<file path="src/rtl/nubus_slot_bridge.sv">
// Bridges 68000 bus cycles in a 1 MB CPU window onto a NuBus slot transaction,
// remapping the window offset and returning DTACK or BERR to the CPU.
module nubus_slot_bridge #(
    parameter logic [3:0]  SLOT_ID = 4'h9,
    parameter logic [3:0]  CPU_WIN = 4'h6,
    parameter int unsigned TIMEOUT = 255
) (
    input  logic        clk,
    input  logic        reset_n,
    input  logic [23:0] cpu_addr,
    input  logic        cpu_as_n,
    input  logic        cpu_uds_n,
    input  logic        cpu_lds_n,
    input  logic        cpu_rw_n,
    input  logic [15:0] cpu_data_in,
    output logic [15:0] cpu_data_out,
    output logic        cpu_dtack_n,
    output logic        cpu_berr_n,
    output logic [31:0] slot_addr,
    output logic [15:0] slot_data_out,
    output logic [1:0]  slot_uds_lds,
    output logic        slot_rw_n,
    output logic        slot_select,
    input  logic        slot_ack_n,
    input  logic [15:0] slot_data_in,
    output logic [2:0]  dbg_state
);

    typedef enum logic [2:0] {
        S_IDLE    = 3'd0,
        S_REQ     = 3'd1,
        S_HOLD    = 3'd2,
        S_ERR     = 3'd3,
        S_RELEASE = 3'd4
    } state_t;

    localparam logic [7:0] TIMEOUT_CNT = 8'(TIMEOUT);

    state_t     state;
    logic [7:0] wait_cnt;
    logic       hit;

    function automatic logic [23:0] remap_offset(input logic [19:0] off);
        logic [23:0] low;
        if (!off[19])
            low = {4'h0, off};
        else if (!off[18])
            low = {8'h08, off[15:0]};
        else
            low = {4'hF, 2'b00, off[17:0]};
        return low;
    endfunction

    assign hit = !cpu_as_n && (!cpu_uds_n || !cpu_lds_n) && (cpu_addr[23:20] == CPU_WIN);
    assign dbg_state = state;

    // Handshake: a slot transaction is offered while slot_select=1 and completes on
    // the first sampled slot_ack_n=0; the CPU strobe is answered by DTACK/BERR held
    // low until AS is seen high, and the bus is only reused once both AS and ack are idle.
    always_ff @(posedge clk) begin
        if (!reset_n) begin
            state         <= S_IDLE;
            slot_select   <= 1'b0;
            cpu_dtack_n   <= 1'b1;
            cpu_berr_n    <= 1'b1;
            cpu_data_out  <= 16'h0;
            slot_addr     <= 32'h0;
            slot_data_out <= 16'h0;
            slot_uds_lds  <= 2'b00;
            slot_rw_n     <= 1'b1;
            wait_cnt      <= 8'h0;
        end else begin
            case (state)
                S_IDLE: begin
                    if (hit) begin
                        slot_addr     <= {4'hF, SLOT_ID, remap_offset(cpu_addr[19:0])};
                        slot_rw_n     <= cpu_rw_n;
                        slot_uds_lds  <= {~cpu_uds_n, ~cpu_lds_n};
                        slot_data_out <= cpu_data_in;
                        slot_select   <= 1'b1;
                        wait_cnt      <= 8'h0;
                        state         <= S_REQ;
                    end else begin
                        slot_select   <= 1'b0;
                        cpu_dtack_n   <= 1'b1;
                        cpu_berr_n    <= 1'b1;
                        cpu_data_out  <= 16'h0;
                        slot_addr     <= 32'h0;
                        slot_data_out <= 16'h0;
                        slot_uds_lds  <= 2'b00;
                        slot_rw_n     <= 1'b1;
                        wait_cnt      <= 8'h0;
                    end
                end
                S_REQ: begin
                    // An abort beats a simultaneous ack: the CPU has already left the cycle.
                    if (cpu_as_n) begin
                        slot_select <= 1'b0;
                        state       <= S_RELEASE;
                    end else if (!slot_ack_n) begin
                        slot_select <= 1'b0;
                        if (slot_rw_n)
                            cpu_data_out <= slot_data_in;
                        cpu_dtack_n <= 1'b0;
                        state       <= S_HOLD;
                    end else if (wait_cnt == TIMEOUT_CNT) begin
                        slot_select <= 1'b0;
                        cpu_berr_n  <= 1'b0;
                        state       <= S_ERR;
                    end else begin
                        wait_cnt <= wait_cnt + 8'd1;
                    end
                end
                S_HOLD: begin
                    if (cpu_as_n) begin
                        cpu_dtack_n <= 1'b1;
                        state       <= S_RELEASE;
                    end
                end
                S_ERR: begin
                    if (cpu_as_n) begin
                        cpu_berr_n <= 1'b1;
                        state      <= S_RELEASE;
                    end
                end
                S_RELEASE: begin
                    if (slot_ack_n && cpu_as_n) begin
                        cpu_data_out  <= 16'h0;
                        slot_addr     <= 32'h0;
                        slot_data_out <= 16'h0;
                        slot_uds_lds  <= 2'b00;
                        slot_rw_n     <= 1'b1;
                        wait_cnt      <= 8'h0;
                        state         <= S_IDLE;
                    end
                end
                default: state <= S_IDLE;
            endcase
        end
    end

endmodule

</file>
<file path="config.mk">
export PLATFORM = sky130hd
export DESIGN_NAME = nubus_slot_bridge
export DESIGN_NICKNAME = d
export VERILOG_FILES = /design/src/rtl/nubus_slot_bridge.sv
export SDC_FILE = /design/constraint.sdc
export NUM_CORES = 1
export LEC_CHECK = 0
export BUFFER_PORTS_ARGS = -buffer_cell sky130_fd_sc_hd__clkbuf_2
export CAP_MARGIN = 25
export CORE_ASPECT_RATIO = 1.4
export CORE_UTILIZATION = 42
export DETAILED_ROUTE_END_ITERATION = 12
export GPL_ROUTABILITY_DRIVEN = 0
export PLACE_DENSITY = 0.73
export SLEW_MARGIN = 20
export SYNTH_ARGS = -nofsm -noshare
export SYNTH_HDL_FRONTEND = slang
export SYNTH_SLANG_ARGS = --single-unit
</file>
<file path="constraint.sdc">
create_clock -name clk -period 1.7 [get_ports clk]
set_input_delay 0.425 -clock clk [delete_from_list [all_inputs] [get_ports clk]]
set_output_delay 0.425 -clock clk [all_outputs]
set_load 0.01 [all_outputs]
</file>
==> run metrics <==
outcome=finished clean; Crit path max-delay family=simple AND/OR/NAND/NOR gates; Post-synth EDFFs=0; sw frac=0.293; crit-path cells=buf_4 > or3b_2 > nor2_4 > buf_12 > nand2_1 > mux2i_1; Leak Pwr=1.85 nW; fraction of layout cells with a size suffix above 1=0.462; dpl cells=514; Synth Warn #=0; clock tree buffer depth=2; Tcrit/Tclk final=0.954; Int Power=0.00269 W; worst path arrival time=1.88 ns; Post-Route WL=7.37 mm; reg2reg setup slack=0.08 ns; remaining global-route overflow=0; first-pass GRT wire length=11.8 mm; largest net degree at the start of global routing=40; Fin. Hold Viols=0; Yosys reg bits=71; clock network power share=0.322; final worst path period need=1.62 ns; number of global-route vias before repair=2,589; slowest stage delay, CP=0.53 ns; crit path max fanout=16; Worst-Skew Late Latency=0.34 ns; DRT Pass-1 Iters=4; post-synthesis cell type count=58; Worst Path Buf+Inv=2; Overall Power=0.00380 W; Die ar.=7220 µm²; combinational power share=0.214; Peak VDD IR=0.662 mV; Setup WS pre-CTS=-0.108 ns; Final WS setup=0.0778 ns; ys async rst share=0; critical path required time=1.96 ns; Worst Setup End Kind=flip-flop; WL/cell=13.9 µm; Final Max Tran Viols=0; Die Y=100 µm; number of vias in the routed layout=2,716; Post-CTS Hold Buffers=0; n_diodes=0; Flop pwr share=0.464; number of remaining DRC errors=0; antenna violations before repair=0; MaxCap Viol Count=0; pwr dens=945 nW/µm²; TNS Setup=0 ns; # H-tree levels=3; vias per inst=5.11; Die W=72.1 µm; critical path startpoint category=flip-flop; GRT Overall Usage=0.209; number of buffers created by CTS=9; most common cell after layout, fill and taps aside=clkbuf_2; clock slew at reported path FFs=0.08 ns; # IOs=136; Post-DP HPWL=5.45 mm; most frequent cells in the layout=133 x clkbuf_2, 66 x dfxtp_1, 44 x nand2_1; Psw=0.00112 W; Initial Util=0.437; Core ar.=6610 µm²; nets=498; register area share after synthesis=0.492; clock sinks=71; Max Clock Freq=0.616 GHz; gate count of the mapped netlist=287; non-filler cells, final=531; synthesis-to-layout area growth=39.3%; Synth Flop Type=dfxtp_1; Slowest-stage cell, CP=or3b_2; Filler cells=565; critical path type=flip-flop to flip-flop; Layout Utilization=0.609; CTS tree=built; DRT antenna net count=0; Port-buffer cells=133; Layout Skew=0.0146 ns; DRT iter0 DRCs=102; # setup viols final=0; Min-Delay Path Class=input port to flip-flop; Netlist Area Pre-Place=2890 µm²; root buffer cell=clkbuf_8; Post-Syn Area per Cell=10.1 µm²; RSZ-0062 raised after global routing=false; std cell rows=35
-- power by group through the flow --
| stage | Sequential, W | Clock, W | Combinational, W |
|---|---|---|---|
| after CTS | 0.00176 | 0.00126 | 0.000813 |
| after global placement | 0.00180 | 0 | 0.000774 |
| after global routing | 0.00177 | 0.00134 | 0.000884 |
| after floorplan | 0.00181 | 0 | 0.000435 |
| after detailed placement | 0.00180 | 0 | 0.000786 |
| final | 0.00176 | 0.00123 | 0.000814 |
-- path summary, 6_finish.rpt --
kind | startpoint | end | cells past startpoint
setup / recovery | dbg_state[2]$_SDFFE_PN0P_ | cpu_data_out[15]$_SDFFE_PN0P_ | 6
hold / removal | cpu_lds_n | slot_uds_lds[0]$_SDFFE_PN0P_ | 2
setup reg to reg | dbg_state[2]$_SDFFE_PN0P_ | cpu_data_out[15]$_SDFFE_PN0P_ | 6
hold reg to reg | cpu_data_out[14]$_SDFFE_PN0P_ | cpu_data_out[14]$_SDFFE_PN0P_ | 2
-- cell type report --
cell class	count	area (µm²)	share of cell area
Sequential cell	71	1440	0.357
Multi-Input combinational cell	184	1320	0.329
Timing Repair Buffer	165	956	0.238
Clock buffer	10	138	0.0342
Tap cell	92	115	0.0286
Clock inverter	6	43.8	0.0109
Inverter	3	11.3	0.00280
-- per-layer routing --
metal  wire length [µm]  global-route usage
met2               3870               0.354
met5                  0                   0
met3                345              0.0512
met1               3000               0.240
met4                147               0.109
-- sequential cells by signal, indices dropped and copies added (netlist names) --
name / flops
cpu_dtack_n: 1
slot_rw_n: 1
slot_select: 1
cpu_berr_n: 1
slot_addr: 22
cpu_data_out: 16
dbg_state: 3
slot_uds_lds: 2
slot_data_out: 16
wait_cnt: 8
-- kinds of logic (layout without fill, tap and decap cells) --
kind of cell,Yosys count,count (layout),share of synthesized area
AOI/OAI and AO/OA,75,75,0.213
other,1,2,0.00130
buffers and inverters,33,184,0.0641
adders and majority gates,1,1,0.00433
DFF,71,71,0.492
muxes,18,18,0.0628
and+or+nand+nor,88,88,0.162
-- repair_timing --
action,4_1_cts,5_1_grt
resized for setup,6,6
setup buffers,1,0
pin swaps,1,1
endpoints found under the setup margin,18,15
-- per-stage QoR --
stage | area, µm² | hold WS (ns)
floorplan | 2910 | 0.459
global placement | 3790 | 0.445
detailed placement | 3790 | 0.452
CTS | 4000 | 0.261
global route | 4020 | 0.261
finish | 4020 | 0.271
-- synth_stat cells (all sizes together), types with 2 or more instances --
cell,instances,area share
a211oi,3,0.0078
a21oi,8,0.014
and4,2,0.0065
nor3,4,0.0069
or3b,2,0.0061
a32o,2,0.0069
a22oi,3,0.0078
nor3b,2,0.0069
o22ai,2,0.0043
nor2b,3,0.0065
o211a,2,0.0069
nand2,44,0.057
buf,22,0.050
nand3,7,0.012
o21ai,3,0.0065
or3,2,0.0048
inv,3,0.0039
a22o,33,0.10
a21boi,2,0.0052
o2bb2ai,3,0.0091
dfxtp,71,0.49
o311ai,2,0.0061
or4,2,0.0052
clkbuf,8,0.010
and2,2,0.0043
mux2i,17,0.059
nand4,3,0.0087
nand2b,2,0.0043
nor2,8,0.013
No activity file was read; power rests on OpenSTA's default activity.
